**src/rtl/pe_pkg.sv**
```systemverilog
// Shared constants for the PE and its stream feeder: datapath widths and the
// three-phase MAC encoding both blocks step through in lockstep.
package pe_pkg;

  localparam int PSUM_W  = 20;
  localparam int IFMAP_W = 24;
  localparam int FILTR_W = 12;

  localparam logic [1:0] PH0 = 2'd0;
  localparam logic [1:0] PH1 = 2'd1;
  localparam logic [1:0] PH2 = 2'd2;

  function automatic logic [1:0] next_phase(input logic [1:0] ph);
    return (ph == PH2) ? PH0 : ph + 2'd1;
  endfunction

endpackage

```
**src/rtl/pe_res_fifo.sv**
```systemverilog
// Small synchronous result FIFO with full/empty flags; the head entry is
// visible combinationally so the result stream needs no extra read cycle.
module pe_res_fifo #(
  parameter int DEPTH = 2,
  parameter int W     = 20
) (
  input  logic         clk,
  input  logic         rst_n,
  input  logic         push,
  input  logic [W-1:0] push_data,
  input  logic         pop,
  output logic [W-1:0] head,
  output logic         full,
  output logic         empty
);

  localparam int AW = (DEPTH > 1) ? $clog2(DEPTH) : 1;

  logic [AW:0]   wr_ptr_q, wr_ptr_d;
  logic [AW:0]   rd_ptr_q, rd_ptr_d;
  logic [W-1:0]  mem_q [DEPTH];
  logic          wr_en;
  logic          rd_en;
  logic [AW-1:0] wr_idx;
  logic [AW-1:0] rd_idx;

  assign wr_idx = wr_ptr_q[AW-1:0];
  assign rd_idx = rd_ptr_q[AW-1:0];
  assign empty  = (wr_ptr_q == rd_ptr_q);
  assign full   = (wr_ptr_q[AW] != rd_ptr_q[AW]) && (wr_idx == rd_idx);
  assign rd_en  = pop && !empty;
  // A push into a full FIFO is legal only when the same edge frees the head slot.
  assign wr_en  = push && (!full || rd_en);
  assign head   = empty ? '0 : mem_q[rd_idx];

  always_comb begin
    wr_ptr_d = wr_ptr_q;
    rd_ptr_d = rd_ptr_q;
    if (wr_en) wr_ptr_d = wr_ptr_q + 1'b1;
    if (rd_en) rd_ptr_d = rd_ptr_q + 1'b1;
  end

  always_ff @(posedge clk or negedge rst_n) begin
    if (!rst_n) begin
      wr_ptr_q <= '0;
      rd_ptr_q <= '0;
    end else begin
      wr_ptr_q <= wr_ptr_d;
      rd_ptr_q <= rd_ptr_d;
    end
  end

  genvar gi;
  generate
    for (gi = 0; gi < DEPTH; gi++) begin : g_entry
      always_ff @(posedge clk or negedge rst_n) begin
        if (!rst_n) begin
          mem_q[gi] <= '0;
        end else if (wr_en && (wr_idx == AW'(gi))) begin
          mem_q[gi] <= push_data;
        end
      end
    end
  endgenerate

endmodule

```
**src/rtl/pe_stream_feeder.sv**
```systemverilog
// Stream front end for one PE_Unit: holds each pixel for the 3-phase MAC,
// gates the PE enable and captures results. Optional bias: PE_FEEDER_BIAS_EN.
module pe_stream_feeder
  import pe_pkg::*;
#(
  parameter int RES_DEPTH = 2,
  parameter int PSUM_W    = pe_pkg::PSUM_W
) (
  input  logic                clk,
  input  logic                rst_n,
  input  logic                pix_valid,
  output logic                pix_ready,
  input  logic [IFMAP_W-1:0]  pix_data,
  input  logic                wgt_load,
  input  logic [FILTR_W-1:0]  wgt_data,
  output logic                wgt_busy,
  output logic                pe_en,
  output logic [IFMAP_W-1:0]  pe_ifmap,
  output logic [FILTR_W-1:0]  pe_filtr,
  output logic [PSUM_W-1:0]   pe_psum,
  input  logic [PSUM_W-1:0]   pe_psum_ret,
`ifdef PE_FEEDER_BIAS_EN
  input  logic                bias_load,
  input  logic [PSUM_W-1:0]   bias_data,
`endif
  output logic                res_valid,
  input  logic                res_ready,
  output logic [PSUM_W-1:0]   res_data
);

  logic [1:0]         phase_q, phase_d;
  logic [IFMAP_W-1:0] hold_q, hold_d;
  logic               hold_valid_q, hold_valid_d;
  logic               pending_q, pending_d;
  logic [FILTR_W-1:0] filtr_q, filtr_d;
  logic               run_q, run_d;

  logic fifo_full;
  logic fifo_empty;
  logic capture;
  logic pix_accept;
  logic ph2_done;
  logic res_pop;

  // Freezing the PE in phase 0 keeps Psum_out intact until the FIFO has room.
  assign pe_en      = hold_valid_q && !((phase_q == PH0) && pending_q && fifo_full);
  assign ph2_done   = pe_en && (phase_q == PH2);
  assign pix_ready  = run_q && (!hold_valid_q || ph2_done);
  assign pix_accept = pix_valid && pix_ready;
  assign capture    = pending_q && !fifo_full;
  assign wgt_busy   = hold_valid_q || pending_q;
  assign res_valid  = !fifo_empty;
  assign res_pop    = res_valid && res_ready;
  assign pe_ifmap   = hold_q;
  assign pe_filtr   = filtr_q;

  always_comb begin
    phase_d      = pe_en ? next_phase(phase_q) : phase_q;
    hold_d       = pix_accept ? pix_data : hold_q;
    hold_valid_d = hold_valid_q;
    pending_d    = pending_q;
    filtr_d      = (wgt_load && !wgt_busy) ? wgt_data : filtr_q;
    run_d        = 1'b1;
    if (pix_accept)    hold_valid_d = 1'b1;
    else if (ph2_done) hold_valid_d = 1'b0;
    if (ph2_done)      pending_d = 1'b1;
    else if (capture)  pending_d = 1'b0;
  end

  always_ff @(posedge clk or negedge rst_n) begin
    if (!rst_n) begin
      phase_q      <= PH0;
      hold_q       <= '0;
      hold_valid_q <= 1'b0;
      pending_q    <= 1'b0;
      filtr_q      <= '0;
      run_q        <= 1'b0;
    end else begin
      phase_q      <= phase_d;
      hold_q       <= hold_d;
      hold_valid_q <= hold_valid_d;
      pending_q    <= pending_d;
      filtr_q      <= filtr_d;
      run_q        <= run_d;
    end
  end

`ifdef PE_FEEDER_BIAS_EN
  logic [PSUM_W-1:0] bias_q, bias_d;

  always_comb begin
    bias_d = (bias_load && !wgt_busy) ? bias_data : bias_q;
  end

  always_ff @(posedge clk or negedge rst_n) begin
    if (!rst_n) bias_q <= '0;
    else        bias_q <= bias_d;
  end

  assign pe_psum = bias_q;
`else
  assign pe_psum = '0;
`endif

  pe_res_fifo #(
    .DEPTH (RES_DEPTH),
    .W     (PSUM_W)
  ) u_res_fifo (
    .clk       (clk),
    .rst_n     (rst_n),
    .push      (capture),
    .push_data (pe_psum_ret),
    .pop       (res_pop),
    .head      (res_data),
    .full      (fifo_full),
    .empty     (fifo_empty)
  );

endmodule

```
**config.mk**
```make
export PLATFORM = sky130hd
export DESIGN_NAME = pe_stream_feeder
export DESIGN_NICKNAME = d
export VERILOG_FILES = /design/src/rtl/pe_pkg.sv /design/src/rtl/pe_res_fifo.sv /design/src/rtl/pe_stream_feeder.sv
export SDC_FILE = /design/constraint.sdc
export NUM_CORES = 1
export LEC_CHECK = 0
export ABC_CLOCK_PERIOD_IN_PS = 2600
export CAP_MARGIN = 5
export CORE_MARGIN = 1.5
export CORE_UTILIZATION = 40
export CTS_CLUSTER_DIAMETER = 80
export DETAILED_ROUTE_END_ITERATION = 16
export GPL_TIMING_DRIVEN = 1
export PLACE_DENSITY = 0.73
export SLEW_MARGIN = 15
export SYNTH_ARGS = -nofsm -noshare
export SYNTH_HDL_FRONTEND = slang
export SYNTH_HIERARCHICAL = 1
export SYNTH_SLANG_ARGS = --single-unit
```
**constraint.sdc**
```tcl
create_clock -name clk -period 2.6 [get_ports clk]
set_input_delay 0.52 -clock clk [delete_from_list [all_inputs] [get_ports clk]]
set_output_delay 0.52 -clock clk [all_outputs]
set_load 0.01 [all_outputs]
```
# Word-level counts from Yosys, hierarchy flattened
# Cells that the tools add are included.
[word_totals] in_bits=61 wordCells=54 ff_bits=85 out_inout_bits=80
[op_classes] mux=9 n_reduce_logical=25 n_lt_le_gt_ge=1 add_sub_neg=3 eq_ne=4 n_bitwise=2
[op_table] operator="20-bit 2-to-1 mux" count=4
[op_table] operator="1-bit logical AND" count=14
[op_table] operator="2-bit by 1-bit adder with 2-bit output, second input constant" count=3
[op_table] operator="1-bit zero test" count=5
[op_table] operator="1-bit 2-to-1 mux" count=4
[op_table] operator="2-bit nonzero test" count=2
[op_table] operator="1-bit logical OR" count=3
[op_table] operator="2-bit equality test" count=1
[op_table] operator="2-bit equality test, second input constant" count=1
[op_table] operator="2-bit >= comparator, second input constant" count=1
[op_table] operator="2-bit zero test" count=1
[op_table] operator="2-bit 2-to-1 mux" count=1
[op_table] operator="1-bit NOT with 2-bit output" count=1
[op_table] operator="1-bit equality test" count=1
[op_table] operator="1-bit inequality test" count=1
[op_table] operator="1-bit NOT" count=1

# Depth between registers and ports, before layout
[logic_depth] word_depth=10 mapped_depth=9 depth_no_buf=6

# Hierarchy
# Netlist, hierarchy kept.
[by_module_without_submodules] module="pe_res_fifo" cells_each=157 area_each_um2=2133.3 seq_area_each_um2=1101.1 n_inst=1
[by_module_without_submodules] module="pe_stream_feeder" cells_each=123 area_each_um2=1801.7 seq_area_each_um2=1026.0 n_inst=1

# Least setup slack after synthesis
# Ideal clock, no wire load.
[synth_timing] path_kind="register -> register" start="register u_res_fifo.wr_ptr_q[0]" end="register u_res_fifo/mem_q[20] (netlist bit)" path_buffers=3 arrival_time_ns=2.224 t_required_ns=2.475 period_less_slack_ns=2.349 path_stages_with_launch=10 setup_ns=0.125 path_slack_ns=0.251 cell_sequence="dfrtp_1 > clkbuf_1 > xor2_1 > nor2_1 > clkbuf_1 > nor2b_1 > nor2_1 > a211oi_2 > buf_6 > mux2_4"
[synth_via] elab_chain_len=7 word_cells_on_any_way=12 classes_between="eq/ne: 2; bitwise: 1; reduce/logical: 9"
[synth_lines] item="start, declared" line="pe_res_fifo.sv:19" rtl="logic [AW:0] wr_ptr_q, wr_ptr_d;"
[synth_lines] item="start signal, assigned" line="pe_res_fifo.sv:48" rtl="wr_ptr_q <= wr_ptr_d;"
[synth_lines] item="2-bit equality test" line="pe_res_fifo.sv:29" rtl="assign empty = (wr_ptr_q == rd_ptr_q);"
[synth_lines] item="via fifo_empty" line="pe_stream_feeder.sv:39" rtl="logic fifo_empty;"
[synth_lines] item="1-bit zero test" line="pe_stream_feeder.sv:52" rtl="assign res_valid = !fifo_empty;"
[synth_lines] item="1-bit logical AND" line="pe_stream_feeder.sv:53" rtl="assign res_pop = res_valid && res_ready;"
[synth_lines] item="via res_pop" line="pe_stream_feeder.sv:43" rtl="logic res_pop;"
[synth_lines] item="1-bit logical AND" line="pe_res_fifo.sv:31" rtl="assign rd_en = pop && !empty;"
[synth_lines] item="1-bit logical OR" line="pe_res_fifo.sv:33" rtl="assign wr_en = push && (!full || rd_en);"
[synth_lines] item="1-bit logical AND" line="pe_res_fifo.sv:33"
[synth_lines] item="1-bit logical AND" line="pe_res_fifo.sv:59" rtl="end else if (wr_en && (wr_idx == AW'(gi))) begin"
[synth_lines] item="end signal, assigned by index" line="pe_res_fifo.sv:60" rtl="mem_q[gi] <= push_data;"
[synth_lines] item="end, declared" line="pe_res_fifo.sv:21" rtl="logic [W-1:0] mem_q [DEPTH];"
# The timed path passes the listed nets, and every way through them passes these cells.
# A chain may end at the register's enable or synchronous reset.

# Final worst setup path
[layout_timing] start="register u_res_fifo.rd_ptr_q[1]" end="output port res_data[7]"
[layout_via] elab_chain_len=2
[layout_lines] item="start, declared" line="pe_res_fifo.sv:20" rtl="logic [AW:0] rd_ptr_q, rd_ptr_d;"
[layout_lines] item="start signal, assigned" line="pe_res_fifo.sv:49" rtl="rd_ptr_q <= rd_ptr_d;"
[layout_lines] item="2-bit equality test" line="pe_res_fifo.sv:29"
[layout_lines] item="via fifo_empty" line="pe_stream_feeder.sv:39"
[layout_lines] item="20-bit 2-to-1 mux" line="pe_res_fifo.sv:34" rtl="assign head = empty ? '0 : mem_q[rd_idx];"
[layout_lines] item="end, declared" line="pe_stream_feeder.sv:28" rtl="output logic [PSUM_W-1:0] res_data"
# The timed path passes the listed nets, and every way through them passes these cells.

==> results.py <==
metrics = {
    "power_and_ir_drop": {
        "power_mw": 7.36,
        "p_leak_nw": 2.35,
        "ir_drop_mv": 0.579,
        "cellPowerDensity_mw_per_mm2": 1350,
    },
    "global_routing": {
        "overflow": 0,
        "grt_max_degree": 45,
        "grt_pass1_vias": 2617,
        "antenna_found_initial": 0,
        "grt_usage_pct": 16.1,
        "grt_first_pass_wirelength_um": 12900,
    },
    "worst_setup_path": {
        "crit_chain": "xor2_2, nor2_4, buf_6, nor2_1, clkdlybuf4s50_1",
        "slowest_delay_ps": 480,
        "cp-start-kind": "flip-flop",
        "path_class": "flip-flop to output port",
        "path_max_fanout": 15,
        "cpMaxStageDelayCell": "clkdlybuf4s50_1",
        "crit_required_ps": 2080,
        "cp_data_arrival_time_ps": 1980,
        "critPathCaptureType": "output port",
    },
    "routing": {
        "route.detailed.drc": 0,
        "first_iter_violations": 59,
        "postRouteAntennaNets": 0,
        "wl_per_cell_um": 14.8,
        "vias": 2548,
        "drt-vias-per-instance": 4.68,
        "drt_wl_total_um": 8080,
        "drt-pass1-iter-count": 4,
    },
    "yosys": {
        "synth_area_per_cell_um2": 14.1,
        "synth_edf_count": 0,
        "ys_seq_area_share_pct": 54.1,
        "synth_cell_types": 33,
        "synth_ff_type": "dfrtp_1",
        "synth-seq-cells": 85,
        "synthCells": 280,
        "yosysWarnings": 6,
        "syn_area_mm2": 0.00394,
        "async_flop_share_pct": 100,
    },
    "sta": {
        "fmax_mhz": 401,
        "relSlewSlack_pct": 60.5,
        "tightestPinTransition_ps": 593,
        "final_hold_viol_count": 0,
        "finalCritPeriodShare_pct": 96.0,
        "final.setup.tns_ps": 0,
        "period_needed_ps": 2500,
        "skew_ps": 6.21,
        "rsz0062_at_grt": "false",
        "whs_ps": 161,
        "finalSetupViolations": 0,
        "final-max-slew-violation-count": 0,
    },
    "cells_and_area": {
        "syn2layout_area_growth_pct": 38.7,
        "multiInputGateArea_mm2": 0.00162,
        "diodes": 0,
        "final_nets": 469,
        "final_cell_mix": "clkdlybuf4s50_1 (118), dfrtp_1 (83), mux2_2 (46)",
        "fillCellCount": 801,
        "seqCellArea_mm2": 0.00213,
        "final_common_cell": "clkdlybuf4s50_1",
        "design_area_mm2": 0.00546,
        "postLayoutCoreUtil_pct": 56.6,
        "drive_above_1_share_pct": 28.0,
    },
    "floorplan": {
        "core_mm2": 0.00964,
        "die-area_mm2": 0.0104,
        "io-pin-count": 141,
        "start_util_pct": 40.8,
        "die_y_um": 102,
        "num_rows": 36,
        "floorplan.die.width_um": 102,
    },
    "clocking": {
        "cts_setup_buffers": 0,
        "clock_latency_ps": 340,
        "clkSlewWorstSetupHoldPaths_ps": 80,
        "cts_tree": "done",
        "clock_sinks": 85,
        "clockBufferDepth": 2,
        "numCtsBuffers": 9,
        "htreeDepth": 3,
        "root_buffer": "clkbuf_8",
        "hold_buffers": 0,
    },
    "status": {
        "status": "finished clean",
    },
    "flow_run": {
        "drv_cap": 0,
    },
    "min_path": {
        "hp-class": "primary input to async pin",
    },
    "placement": {
        "dpl_cell_area_mm2": 0.00523,
        "gp_congestion": 0.762,
        "io_buffers": 120,
        "post-dp-hpwl_um": 5740,
    },
}
==> worst max-delay path: cells and delay by family (launching register included) <==
kind / cells / cell delay, ps
XOR/XNOR: 1 / 200
buffers and inverters: 2 / 680
flip-flops: 1 / 460
AND/OR/NAND/NOR: 2 / 290
==> through the flow <==
stage | cells | setup slack [ps]
after detailed placement | 530 | 81.3
after floorplan | 299 | 251
after global routing | 544 | 0.274
final | 544 | 104
after CTS | 544 | 5.77
after global placement | 530 | 178
==> cells by family (layout without fill, tap and decap cells) <==
| kind of cell | after synthesis | in the layout | share of synthesized area, % |
|---|---|---|---|
| xor gates and xnor gates | 3 | 3 | 0.859 |
| other | 2 | 21 | 0.191 |
| and+or+nand+nor | 40 | 40 | 4.80 |
| muxes | 97 | 97 | 30.1 |
| buffers and inverters | 38 | 150 | 7.06 |
| DFF | 85 | 85 | 54.1 |
| AOI/OAI and AO/OA | 15 | 15 | 2.96 |
==> path summary, 6_finish.rpt <==
check | start | endpoint | slack, ps | depth (start not counted)
min in group clk | pe_ifmap[4] | pe_ifmap[4] | 510 | 1
worst min-delay path | rst_n | u_res_fifo/mem_q[15] | 160 | 1
worst max register to register | u_res_fifo/rd_ptr_q[1] | u_res_fifo/mem_q[36] | 460 | 7
max in group asynchronous | rst_n | u_res_fifo/rd_ptr_q[1] | 1770 | 2
worst max-delay path | u_res_fifo/rd_ptr_q[1] | res_data[7] | 100 | 5
worst min register to register | pe_ifmap[4] | pe_ifmap[4] | 510 | 1
==> metal layers <==
| layer | global-route usage [%] | vias to the layer above | share of wire, % |
|---|---|---|---|
| li1 | - | 1165 | - |
| met5 | 0 | - | 0 |
| met4 | 6.74 | 0 | 1.5 |
| met2 | 25.1 | 83 | 49 |
| met3 | 5.13 | 9 | 6.6 |
| met1 | 20.8 | 1291 | 43 |
==> flip-flops by register name, indices dropped and copies added, names as in the netlist <==
signal and flops:
phase_q 2, u_res_fifo/mem_q 40, pe_ifmap 24, hold_valid_q 1, u_res_fifo/wr_ptr_q 2, pending_q 1
run_q 1, u_res_fifo/rd_ptr_q 2, pe_filtr 12
==> cell usage after synthesis, types with 2 or more instances <==
cell	n	area, um^2
nor2_1	24	90.1
mux2i_1	20	200
nor2b_1	3	18.8
clkbuf_1	3	11.3
mux2_2	46	518
mux2_4	31	465
o21ai_0	4	20.0
dfrtp_1	85	2130
a21oi_1	3	15.0
buf_2	3	15.0
inv_1	5	18.8
nand2_1	6	22.5
buf_4	20	150
buf_6	6	67.6
conb_1	2	7.51
a22o_1	2	17.5
==> what timing repair did <==
action,in CTS,in global routing
endpoints found under the setup margin,22,17
pin swaps,0,1
resized for setup,4,4
==> where the power goes <==
| part | switching (mW) | internal, mW | total [mW] |
|---|---|---|---|
| registers | 0.407 | 2.00 | 2.41 |
| clock network | 0.458 | 0.527 | 0.986 |
| logic | 1.57 | 2.40 | 3.97 |
| total | 2.43 | 4.93 | 7.36 |
==> final cells by class <==
cell class              count  area share [%]
repair buffers            131            24.1
clock inverters             5            1.42
well taps                 133            3.05
flip-flops and latches     85            39.0
clock buffers               9            2.27
inverters                   5           0.344
multi-input cells         176            29.8
Power figures use the tool's default switching activity.
